`src/rtl/prog_loader.sv`:
```
// Instruction-memory loader: parses a counted, checksummed byte stream, writes
// it word by word into instruction memory and holds the CPU in reset until done.
module prog_loader #(
    parameter int IM_DEPTH = 1024,
    parameter int ADDR_W   = 10
) (
    input  logic              clk,
    input  logic              rst,
    input  logic              in_valid,
    input  logic [7:0]        in_data,
    output logic              in_ready,
    input  logic              reload,
    output logic              im_we,
    output logic [ADDR_W-1:0] im_addr,
    output logic [31:0]       im_wdata,
    output logic              cpu_rst,
    output logic              done,
    output logic              err,
    output logic [15:0]       words_loaded
);

    typedef enum logic [2:0] {
        S_CNT_HI,
        S_CNT_LO,
        S_DATA,
        S_CSUM,
        S_DONE,
        S_ERR
    } state_t;

    localparam logic [16:0] DEPTH_L = 17'(IM_DEPTH);

    state_t              r_state;
    state_t              w_stateNext;
    logic [7:0]          r_cntHi;
    logic [15:0]         r_count;
    logic [1:0]          r_byteIdx;
    logic [23:0]         r_asm;
    logic [7:0]          r_acc;
    logic                r_we;
    logic [ADDR_W-1:0]   r_addr;
    logic [31:0]         r_wdata;
    logic                r_cpuRst;
    logic [15:0]         r_wordsLoaded;

    logic                w_ready;
    logic                w_accept;
    logic [15:0]         w_count;
    logic                w_oversize;
    logic                w_wordDone;
    logic                w_lastWord;
    logic                w_reloadOk;

    assign w_ready    = (r_state == S_CNT_HI) || (r_state == S_CNT_LO) ||
                        (r_state == S_DATA)   || (r_state == S_CSUM);
    assign w_accept   = in_valid & w_ready;
    assign w_count    = {r_cntHi, in_data};
    assign w_oversize = {1'b0, w_count} > DEPTH_L;
    // Word completion uses in_valid directly: ready is always high in DATA.
    assign w_wordDone = (r_state == S_DATA) && in_valid && (r_byteIdx == 2'd3);
    assign w_lastWord = w_wordDone && (r_wordsLoaded == (r_count - 16'd1));
    assign w_reloadOk = reload && ((r_state == S_DONE) || (r_state == S_ERR));

    always_ff @(posedge clk or posedge rst) begin
        if (rst) begin
            r_state <= S_CNT_HI;
        end else begin
            r_state <= w_stateNext;
        end
    end

    always_comb begin
        w_stateNext = r_state;
        case (r_state)
            S_CNT_HI: begin
                if (in_valid) begin
                    w_stateNext = S_CNT_LO;
                end
            end
            S_CNT_LO: begin
                if (in_valid) begin
                    if (w_oversize) begin
                        w_stateNext = S_ERR;
                    end else if (w_count == 16'd0) begin
                        w_stateNext = S_CSUM;
                    end else begin
                        w_stateNext = S_DATA;
                    end
                end
            end
            S_DATA: begin
                if (w_lastWord) begin
                    w_stateNext = S_CSUM;
                end
            end
            S_CSUM: begin
                if (in_valid) begin
                    w_stateNext = (in_data == r_acc) ? S_DONE : S_ERR;
                end
            end
            S_DONE, S_ERR: begin
                if (reload) begin
                    w_stateNext = S_CNT_HI;
                end
            end
            default: w_stateNext = S_CNT_HI;
        endcase
    end

    // Datapath: byte assembly, checksum and the one-cycle registered memory write.
    always_ff @(posedge clk or posedge rst) begin
        if (rst) begin
            r_cntHi       <= 8'd0;
            r_count       <= 16'd0;
            r_byteIdx     <= 2'd0;
            r_asm         <= 24'd0;
            r_acc         <= 8'd0;
            r_we          <= 1'b0;
            r_addr        <= '0;
            r_wdata       <= 32'd0;
            r_cpuRst      <= 1'b1;
            r_wordsLoaded <= 16'd0;
        end else begin
            r_we <= 1'b0;
            if ((r_state == S_CNT_HI) && w_accept) begin
                r_cntHi <= in_data;
            end
            if ((r_state == S_CNT_LO) && w_accept) begin
                r_count   <= w_count;
                r_byteIdx <= 2'd0;
            end
            if ((r_state == S_DATA) && w_accept) begin
                r_asm     <= {r_asm[15:0], in_data};
                r_acc     <= r_acc ^ in_data;
                r_byteIdx <= r_byteIdx + 2'd1;
                if (w_wordDone) begin
                    r_wdata <= {r_asm, in_data};
                    r_addr  <= r_wordsLoaded[ADDR_W-1:0];
                    r_we    <= 1'b1;
                    if ({1'b0, r_wordsLoaded} < DEPTH_L) begin
                        r_wordsLoaded <= r_wordsLoaded + 16'd1;
                    end
                end
            end
            if (w_reloadOk) begin
                r_wordsLoaded <= 16'd0;
                r_acc         <= 8'd0;
                r_byteIdx     <= 2'd0;
            end
            r_cpuRst <= (w_stateNext != S_DONE);
        end
    end

    assign in_ready     = w_ready;
    assign im_we        = r_we;
    assign im_addr      = r_addr;
    assign im_wdata     = r_wdata;
    assign cpu_rst      = r_cpuRst;
    assign done         = (r_state == S_DONE);
    assign err          = (r_state == S_ERR);
    assign words_loaded = r_wordsLoaded;

endmodule

```
`config.mk`:
```
export PLATFORM = sky130hd
export DESIGN_NAME = prog_loader
export DESIGN_NICKNAME = d
export VERILOG_FILES = /design/src/rtl/prog_loader.sv
export SDC_FILE = /design/constraint.sdc
export NUM_CORES = 1
export LEC_CHECK = 0
export ABC_AREA = 1
export CORE_ASPECT_RATIO = 1.4
export CORE_MARGIN = 1.5
export CORE_UTILIZATION = 55
export CTS_CLUSTER_SIZE = 40
export DETAILED_ROUTE_END_ITERATION = 10
export PLACE_DENSITY = 0.91
export SETUP_SLACK_MARGIN = 0.15
export SYNTH_ARGS = -nofsm -noshare
export SYNTH_HDL_FRONTEND = slang
export SYNTH_SLANG_ARGS = --single-unit
```
`constraint.sdc`:
```
create_clock -name clk -period 4.85 [get_ports clk]
set_input_delay 0.97 -clock clk [delete_from_list [all_inputs] [get_ports clk]]
set_output_delay 0.97 -clock clk [all_outputs]
set_load 0.01 [all_outputs]
```
# Word-level counts from Yosys, hierarchy flattened
# Cells that the tools add are included.
dict set report totals {
  reg_bits 121
  latchBits 0
  ramBits 0
  romBits 0
  in_bits 12
  out_inout_bits 63
  memories 0
}
dict set report op_classes {
  add_sub_neg 3
  n_mul 0
  div 0
  n_lt_le_gt_ge 2
  eq_ne 9
  shift 0
  muxes 20
  n_bitwise 2
  n_reduce_logical 20
}
# operator count
set ops {}
lappend ops {{$mux 16} 4}
lappend ops {{$mux 3} 6}
lappend ops {{$add 16x1->16 const B} 1}
lappend ops {{$eq 16x16->1} 1}
lappend ops {{$gt 16x11->1 const B} 1}
lappend ops {{$logic_not 16->1} 1}
lappend ops {{$lt 16x11->1 const B} 1}
lappend ops {{$mux 8} 2}
lappend ops {{$sub 16x1->16 const B} 1}
lappend ops {{$pmux 3 s5} 1}
lappend ops {{$eq 8x8->1} 1}
lappend ops {{$xor 8x8->8} 1}
lappend ops {{$logic_and 1x1->1} 7}
lappend ops {{$eq 3x2->1 const B} 2}
lappend ops {{$eq 3x3->1 const B} 2}
lappend ops {{$mux 2} 3}
lappend ops {{$reduce_bool 2->1} 3}
lappend ops {{$logic_or 1x1->1} 4}
lappend ops {{$mux 1} 4}
lappend ops {{$eq 3x1->1 const B} 1}
lappend ops {{$logic_not 3->1} 1}
lappend ops {{$ne 3x3->1 const B} 1}
lappend ops {{$reduce_and 3->1} 1}
lappend ops {{$reduce_bool 3->1} 1}
lappend ops {{other kinds (5)} 5}

# Depth between registers and ports, before layout
# Gate-level depths: netlist of the first run.
dict set report depth {
  depth_word 9
  mapped_depth 13
  mapped_depth_nobuf 13
}

# Worst setup path before layout of the first run
# No wires, ideal clock.
dict set report synth_path {
  path_type {input port to flip-flop}
  from {in in_valid}
  to {reg r_wordsLoaded[2] (netlist: words_loaded[2])}
  t_arrival_ns 1.946
  setup_slack_ns 2.781
  path_stages 9
  cell_sequence {inv_1 > nor2_4 > nand2_4 > nor2_4 > nand2_1 > inv_1 > nand2_1 > o21ai_0 > a21oi_1}
}
dict set report synth_between {
  elab_chain_cells 4
  word_cells_on_any_way 7
  cone_classes {bitwise (1); reduce/logical (6)}
}
# element line
set synth_rtl {}
lappend synth_rtl {{start: declaration} 9} ;# input logic in_valid,
lappend synth_rtl {{$and 1x1->1 or $logic_and 1x1->1 (tied branches)} {56, 60}}
lappend synth_rtl {{$logic_and 1x1->1, on equally long branches} {132, 60}}
lappend synth_rtl {{$reduce_bool 2->1 (no line)} --}
lappend synth_rtl {{$reduce_and 3->1 (no line) *} --}
lappend synth_rtl {{end signal: assignment} 141} ;# r_wordsLoaded <= r_wordsLoaded + 16'd1;
lappend synth_rtl {{end: declaration} 44} ;# logic [15:0] r_wordsLoaded;
# Every way passes the cells marked *; elsewhere a longest branch is shown, timed or not.
# A chain may end at the register's enable or synchronous reset.

# Final worst setup path of the first run
dict set report layout_path {
  from {in in_valid}
  to {reg r_wdata[0] (netlist: im_wdata[0])}
}
dict set report layout_between {
  elab_chain_cells 3
  word_cells_on_any_way 5
  cone_classes {bitwise (1); reduce/logical (4)}
}
# element line
set layout_rtl {}
lappend layout_rtl {{$and 1x1->1 or $logic_and 1x1->1 (tied branches)} {56, 60}}
lappend layout_rtl {{$logic_and 1x1->1, on equally long branches} {132, 60}}
lappend layout_rtl {{$reduce_and 2->1 (no line) *} --}
lappend layout_rtl {{end signal: assignment} 137} ;# r_wdata <= {r_asm, in_data};
lappend layout_rtl {{end: declaration} 42} ;# logic [31:0] r_wdata;
# Marks and branches as above.

==> metrics.cfg, run 1 <==
[sta]
fmax_ghz = 0.324
setup_viol = 0
worst_pin_slew_ns = 1.04
rsz0062_at_grt = no
clock_skew_ns = 0.00617
post-route-period-util_pct = 63.6
slew_headroom_pct = 30.6
setup_tns_ns = 0
final_hold_viol_count = 0
period_minus_slack_ns = 3.08
finalMaxSlewViolations = 0

[drt]
drc = 0
vias = 4992
ant_nets = 0
drt_iter0_markers = 404
totalWireLength_microns = 14500
wire_per_inst_microns = 16.0
avgViaCountPerCell = 5.49
firstDrtPassIters = 7

[synthesis]
ys_seq_elements = 121
synth_cell_types = 29
synthesis.area_sq_um = 5560
syn_nets = 700
syn_inst = 685
ys.warnings.count = 0
syn_area_per_cell_sq_um = 8.12
ys_seq_area_share_pct = 54.5

[floorplanning]
die_area_sq_um = 10700
ios = 75
core_area_sq_um = 9900
initial_utilization_pct = 56.2
die_h_microns = 122
die_x_microns = 88.0
rows = 43

[cells_and_area]
finalInstanceArea_sq_um = 7010
area_growth_pct = 26.0
fill_cells = 729
nNetsFinal = 776
n_antenna_cell = 0
drive_gt1_share_pct = 6.07

[power]
p_clk_share_pct = 35.8
leakage_nw = 3.40
internal_power_mw = 2.31
share_comb_of_total_power_pct = 25.8
sw_frac_of_total_pct = 34.9
powerDensity_nw_per_um2 = 507
peakVddDrop_v = 0.000324
p_sw_mw = 1.24
pwr-share-seq_pct = 38.3

[clock_tree]
clk_pin_slew_ns = 0.06
clockBufferDepth = 2
clock_sinks = 121
cts-root-buf = clkbuf_16
htreeDepth = 4
cts_buffers = 17
cts_tree = built
ctsHoldBuffers = 0
clk_latency_ns = 0.42
postCtsSetupBuffers = 0
cts_resized = 0

[critical_path]
worstSetupPathType = primary input to flop
crit_path_cell_trace = clkdlybuf4s50_1 -> inv_1 -> nor2_4 -> nand2_4 -> nor2_4 -> inv_2 -> nand2_1 -> o21ai_0
endpoint_kind = flop
cp_max_fo = 76
path_delay_family = simple AND/OR/NAND/NOR gates
critPathBufInv = 3
cp_common_cell = nor2_4
crit_path_start_kind = primary input
r2r_start = r_state[2]
cpPeakStageDelay_ns = 0.48
arrival_ns = 3.32
slowest_stage = clkdlybuf4s50_1
crit_required_ns = 5.08
crit_start = in_valid

[global_routing]
grt_use_total_pct = 28.6
antenna_found_initial = 0
grt_pass1_wl_microns = 22800
grt_pass1_vias = 4867
overflow = 0
grt_max_degree = 82

[worst_hold_path]
hold_path_class = flop to flop
worstHoldStart = im_wdata[25]

[place]
io_buffer_count = 74
placed_area_sq_um = 6400
place.gp.congestion = 0.938
post-dp-hpwl_microns = 9500

[job]
cap_violations = 0

[run_status]
outcome = finished clean

==> Yosys cell counts <==
cell type / count / area, sq um
nand4_1: 8 / 50.1
a32oi_1: 1 / 8.76
dfstp_2: 1 / 26.3
mux2_2: 1 / 11.3
nand2_4: 1 / 11.3
dfrtp_1: 120 / 3000
a21oi_1: 11 / 55.1
nor2_4: 3 / 33.8
nor2_1: 63 / 236
nand3_1: 26 / 130
ha_1: 3 / 37.5
nand3b_1: 6 / 45.0
o211ai_1: 1 / 7.51
nor2_2: 2 / 12.5
o21ai_0: 86 / 430
xor2_1: 8 / 70.1
o21bai_1: 1 / 7.51
a31oi_1: 1 / 6.26
clkbuf_1: 10 / 37.5
inv_2: 2 / 7.51
buf_2: 6 / 30.0
buf_1: 2 / 7.51
nor3_1: 13 / 65.1
nand2_1: 206 / 773
inv_1: 89 / 334
nand2_2: 1 / 6.26
a32o_1: 1 / 10.0
xnor2_1: 11 / 96.3
buf_6: 1 / 11.3
==> per-layer routing <==
layer	wire length (microns)	vias up	GRT usage, %
met5	0	-	0
met4	719	0	16.2
met3	832	67	7.32
met2	7690	243	49.8
met1	5260	2380	31.0
li1	-	2302	-
==> worst min-delay path, cell delays in order (launching register included) <==
cell     delay (ns)
dfrtp_1        0.34
nand2_1        0.06
nand2_1        0.05
==> cells by family after synthesis <==
logic type,share of synthesized area [%]
compound gates,9.45
fa+ha+maj,0.675
flops,54.5
buf+inv,7.69
mux,0.202
xor+xnor,2.99
simple gates,24.5
==> cell type report <==
type,count,area [sq um],share of cell area (%)
Tap cell,135,169,2.41
Sequential cell,121,3030,43.2
Timing Repair Buffer,76,756,10.8
Clock inverter,12,136,1.95
Multi-Input combinational cell,454,2100,30.0
Inverter,91,344,4.91
Clock buffer,20,467,6.66
==> layout by cell type, fill, tap and decap left out, drive strengths merged, types with 2 or more instances in the layout <==
cell           synthesis  routed
clkdlybuf4s50          0      74
nor2                  68      68
clkinvlp               0       3
inv                   91      95
nand3                 26      26
buf                    9       2
o21ai                 86      86
a21oi                 11      11
dfrtp                120     120
nand3b                 6       6
xor2                   8       8
bufinv                 0       2
xnor2                 11      11
ha                     3       3
nand2                208     208
clkinv                 0       3
nor3                  13      13
nand4                  8       8
clkbuf                10      20
==> stage by stage <==
step | instances | hold slack, ns | utilization, % | total power, mW | setup WS, ns
after floorplan | 685 | 0.449 | - | 1.98 | 0.667
after global placement | 877 | 0.457 | 64.7 | 2.20 | 1.58
after detailed placement | 877 | 0.463 | 64.7 | 2.24 | 1.47
after CTS | 909 | 0.487 | 70.8 | 3.55 | 1.79
after global routing | 909 | 0.506 | 70.8 | 3.73 | 1.52
final | 909 | 0.480 | 70.8 | 3.56 | 1.77
==> sequential cells by signal, indices dropped and copies added (netlist names) <==
register,count
im_we,1
words_loaded,16
r_byteIdx,2
cpu_rst,1
r_acc,8
r_state,3
r_cntHi,8
r_asm,24
im_addr,10
im_wdata,32
r_count,16
==> path summary, 6_finish.rpt <==
check / end / slack [ns] / depth (start not counted)
max in group asynchronous: r_acc[5] / 2.88 / 3
setup reg to reg: im_wdata[0] / 2.39 / 6
hold reg to reg: im_wdata[25] / 0.48 / 2
setup / recovery: im_wdata[0] / 1.77 / 8
min in group asynchronous: im_wdata[25] / 1.12 / 2
hold / removal: im_wdata[25] / 0.48 / 2
==> power by group through the flow <==
stage               clock network (mW)  registers, mW  logic (mW)
floorplan                            0           1.33       0.649
global placement                     0           1.36       0.843
detailed placement                   0           1.36       0.874
CTS                               1.28           1.36       0.912
global route                      1.32           1.38        1.03
finish                            1.27           1.36       0.919
Note: power is estimated with default switching activity, not from simulation.
==> inputs of run 2 (changes only) <==
--- a/config.mk
+++ b/config.mk
@@ -8,10 +8,10 @@
 export ABC_AREA = 1
 export CORE_ASPECT_RATIO = 1.4
 export CORE_MARGIN = 1.5
-export CORE_UTILIZATION = 55
+export CORE_UTILIZATION = 50
 export CTS_CLUSTER_SIZE = 40
 export DETAILED_ROUTE_END_ITERATION = 10
-export PLACE_DENSITY = 0.91
+export PLACE_DENSITY = 0.88
 export SETUP_SLACK_MARGIN = 0.15
 export SYNTH_ARGS = -nofsm -noshare
 export SYNTH_HDL_FRONTEND = slang
==> constraint.sdc (replaced) <==
create_clock -name clk -period 2.5 [get_ports clk]
set_input_delay 0.5 -clock clk [delete_from_list [all_inputs] [get_ports clk]]
set_output_delay 0.5 -clock clk [all_outputs]
set_load 0.01 [all_outputs]
==> metrics.cfg, run 2 (synthesis results as in run 1) <==
[sta]
worst_pin_slew_ns = 1.03
finalMaxSlewViolations = 0
post-route-period-util_pct = 90.0
fmax_ghz = 0.444
holdWs_ns = 0.474
clock_skew_ns = 0.00547
period_minus_slack_ns = 2.25
setup_tns_ns = 0
rsz0062_at_grt = no
final_hold_viol_count = 0
slew_headroom_pct = 31.0
setup_viol = 0

[floorplanning]
core_area_sq_um = 10900
rows = 45
die_x_microns = 92.1
ios = 75
initial_utilization_pct = 51.2
die_area_sq_um = 11800
die_h_microns = 128

[place]
dp_cells = 889
post-dp-hpwl_microns = 8940
io_buffer_count = 74
place.gp.congestion = 0.899

[clock_tree]
cts_tree = built
cts_buffers = 17
clk_latency_ns = 0.42
ctsHoldBuffers = 0
htreeDepth = 4
clk_pin_slew_ns = 0.05
clock_sinks = 121
cts-root-buf = clkbuf_16
clockBufferDepth = 2

[global_routing]
grt_pass1_wl_microns = 22300
grt_pass1_vias = 4609
grt_use_total_pct = 24.3
overflow = 0
grt_max_degree = 122
antenna_found_initial = 0

[drt]
drt_iter0_markers = 321
vias = 4780
ant_nets = 0
top_layer = met4
avgViaCountPerCell = 5.19
drc = 0
totalWireLength_microns = 13300
dr_wl_met3_microns = 568
firstDrtPassIters = 5
met1_length_microns = 5500
dr_wl_met2_microns = 6950
wire_per_inst_microns = 14.5

[critical_path]
crit_path_start_kind = flop
endpoint_kind = primary output
slowest_stage = clkdlybuf4s50_1
worstSetupPathType = flop to primary output
cpPeakStageDelay_ns = 0.54
arrival_ns = 1.75
cp_max_fo = 4
crit_required_ns = 2.00
worstRegToRegCells = 5
crit_path_cell_trace = inv_2 -> nand2_1 -> nor2_2 -> clkdlybuf4s50_1

[power]
peakVddDrop_v = 0.000657
finalPower_mw = 6.74
leakage_nw = 3.41
powerDensity_nw_per_um2 = 955

[worst_hold_path]
min_path_cells = 2
hold_path_class = flop to flop

[job]
cap_violations = 0

[cells_and_area]
drive_gt1_share_pct = 6.92
fill_cells = 857
layout_common_cells = nand2_1, dfrtp_1, inv_1
n_antenna_cell = 0
area_growth_pct = 26.8
multi_input_area_sq_um = 2110
final_cells = 921
regArea_sq_um = 3030
layout_commonest_cell = nand2_1
nNetsFinal = 782
largest_reg_flops = 32

[run_status]
outcome = finished clean

[run 2: cell types whose count changed in the layout (fill, tap and decap cells not counted), sizes merged]
cell,before,now
clkbuf,20,21
clkinv,3,1
clkinvlp,3,6
inv,95,94
buf,2,8
bufinv,2,1
[run 2: worst paths after layout]
check,slack [ns],from,end
setup / recovery,0.25,r_state[1],err
hold / removal,0.47,im_wdata[28],im_wdata[28]
min in group asynchronous,0.59,rst,im_addr[9]
setup reg to reg,0.54,r_byteIdx[0],im_wdata[12]
hold reg to reg,0.47,im_wdata[28],im_wdata[28]
max in group asynchronous,1.37,rst,r_state[0]
[run 2: layout make-up]
| class | count | share of cell area, % |
|---|---|---|
| Sequential cell | 121 | 43.0 |
| Multi-Input combinational cell | 454 | 29.9 |
| Timing Repair Buffer | 82 | 11.5 |
| Clock buffer | 21 | 6.67 |
| Inverter | 91 | 4.90 |
| Tap cell | 141 | 2.50 |
| Clock inverter | 11 | 1.58 |
[run 2: where the power goes]
| group | switching, mW | internal (mW) | total (mW) | leakage (nW) |
|---|---|---|---|---|
| clock network | 0.915 | 1.46 | 2.37 | 0.269 |
| logic | 1.07 | 0.654 | 1.73 | 1.50 |
| registers | 0.337 | 2.30 | 2.63 | 1.64 |
| total | 2.33 | 4.41 | 6.74 | 3.41 |
[run 2: through the flow]
step	util [%]	worst slack (ns)	area, sq um
floorplan	-	0.517	5570
global placement	59.5	0.217	6470
detailed placement	59.5	0.0691	6470
CTS	64.9	0.218	7050
global route	64.9	0.166	7050
finish	64.9	0.249	7050
[run 2: per-layer routing]
metal | vias to the layer above | track usage, %
met5 | - | 0
met4 | 0 | 11.5
met3 | 30 | 4.51
met2 | 142 | 41.5
met1 | 2286 | 29.6
li1 | 2322 | -
[run 2: timing repair]
| item | CTS | global route |
|---|---|---|
| setup buffers | 0 | 0 |
| resized for setup | 0 | 2 |
| endpoints found under the hold margin | 0 | 0 |
| setup endpoints to repair | 0 | 1 |
[run 2: critical path: cells and delay by family (launching register included)]
family | cells | cell delay (ns)
flip-flops | 1 | 0.42
AND/OR/NAND/NOR | 2 | 0.26
buffers and inverters | 2 | 0.65
==> inputs of run 3 (changes only) <==
--- a/config.mk
+++ b/config.mk
@@ -11,6 +11,7 @@
 export CORE_UTILIZATION = 50
 export CTS_CLUSTER_SIZE = 40
 export DETAILED_ROUTE_END_ITERATION = 10
+export GPL_ROUTABILITY_DRIVEN = 0
 export PLACE_DENSITY = 0.88
 export SETUP_SLACK_MARGIN = 0.15
 export SYNTH_ARGS = -nofsm -noshare
==> metrics.cfg, run 3 (synthesis results as in run 1) <==
[run_status]
outcome = finished clean

[cells_and_area]
final_core_utilization_pct = 65.0
finalInstanceArea_sq_um = 7070
drive_gt1_share_pct = 7.02
largest_reg_flops = 32
n_antenna_cell = 0
area_growth_pct = 27.1
layout_common_cells = nand2_1, dfrtp_1, inv_1
layout_commonest_cell = nand2_1
nNetsFinal = 785
fill_cells = 843

[clock_tree]
ctsHoldBuffers = 0
clockBufferDepth = 2
postCtsSetupBuffers = 0
cts-root-buf = clkbuf_16
clk_latency_ns = 0.42
clock_sinks = 121
cts_buffers = 17
cts_resized = 0
cts_tree = built
clk_pin_slew_ns = 0.05
htreeDepth = 4

[critical_path]
worstRegToRegCells = 12
crit_required_ns = 2.00
path_delay_family = buffers and inverters
r2r_start = r_count[0]
crit_path_cell_trace = nor2_1 -> inv_1 -> nor2_1 -> clkdlybuf4s50_1
cpPeakStageDelay_ns = 0.54
rr_endpoint = cpu_rst
ff2ff_setup_slack_ns = 0.59
cp_common_cell = nor2_1
critPathBufInv = 2
slowest_stage = clkdlybuf4s50_1
arrival_ns = 1.72
crit_path_start_kind = flop
worstSetupPathType = flop to primary output
endpoint_kind = primary output
cp_max_fo = 6

[place]
placed_area_sq_um = 6490
post-dp-hpwl_microns = 8890
io_buffer_count = 74

[sta]
rsz0062_at_grt = yes
clock_skew_ns = 0.00689
post-route-period-util_pct = 88.7
setup_tns_ns = 0
final_hold_viol_count = 0
finalMaxSlewViolations = 0
period_minus_slack_ns = 2.22
setup_viol = 0
fmax_ghz = 0.451
worst_pin_slew_ns = 0.639
slew_headroom_pct = 57.4

[drt]
drt_iter0_markers = 340
wire_per_inst_microns = 14.5
avgViaCountPerCell = 5.27
ant_nets = 0
totalWireLength_microns = 13400
drc = 0
vias = 4866
firstDrtPassIters = 6

[worst_hold_path]
min_path_cells = 2
worstHoldStart = im_wdata[28]
min_to = im_wdata[28]
hold_path_class = flop to flop

[global_routing]
overflow = 0
grt_pass1_vias = 4622
antenna_found_initial = 0
grt_max_degree = 96
grt_use_total_pct = 24.0
grt_pass1_wl_microns = 22000

[floorplanning]
die_h_microns = 128
core_area_sq_um = 10900
rows = 45
die_x_microns = 92.1
ios = 75
die_area_sq_um = 11800
initial_utilization_pct = 51.2

[power]
powerDensity_nw_per_um2 = 951
peakVddDrop_v = 0.000681
leakage_nw = 3.45
finalPower_mw = 6.72

[job]
cap_violations = 0

run 3: worst max-delay path by stage:
| stage | from | to | slack [ns] | depth (start not counted) |
|---|---|---|---|---|
| detailed placement | in_valid | words_loaded[2] | 0.27 | 10 |
| global placement | in_valid | words_loaded[2] | 0.33 | 10 |
| CTS | r_state[1] | err | 0.23 | 4 |
| floorplan | rst | im_addr[0] | 0.52 | 1 |
| global route | r_state[0] | done | 0.15 | 4 |
| finish | r_state[0] | done | 0.28 | 4 |
run 3: layout make-up:
class | count | area (sq um) | share of cell area, %
repair buffers | 85 | 838 | 11.9
multi-input cells | 454 | 2100 | 29.8
flip-flops and latches | 121 | 3030 | 42.9
clock inverters | 12 | 116 | 1.65
inverters | 91 | 345 | 4.89
clock buffers | 20 | 457 | 6.46
well taps | 141 | 176 | 2.50
run 3: tightest hold or removal path, stage by stage (launching register included):
cell,delay (ns)
dfrtp_1,0.35
nand2_1,0.06
nand2_1,0.05
run 3: metal layers:
layer	GRT usage [%]	wire, microns	vias up
met5	0	0	-
met4	10.9	332	0
met3	5.10	791	34
met2	42.8	7100	187
met1	27.4	5210	2315
li1	-	-	2330
run 3: per-stage QoR:
step	instances	hold slack (ns)	setup slack, ns
global placement	892	0.454	0.326
floorplan	685	0.449	0.517
finish	924	0.483	0.282
global route	924	0.503	0.153
detailed placement	892	0.458	0.265
CTS	924	0.483	0.227
run 3: where the power goes:
part / switching (mW) / total [mW] / internal [mW]
sequential: 0.344 / 2.64 / 2.30
combinational: 1.09 / 1.74 / 0.654
clock: 0.906 / 2.33 / 1.43
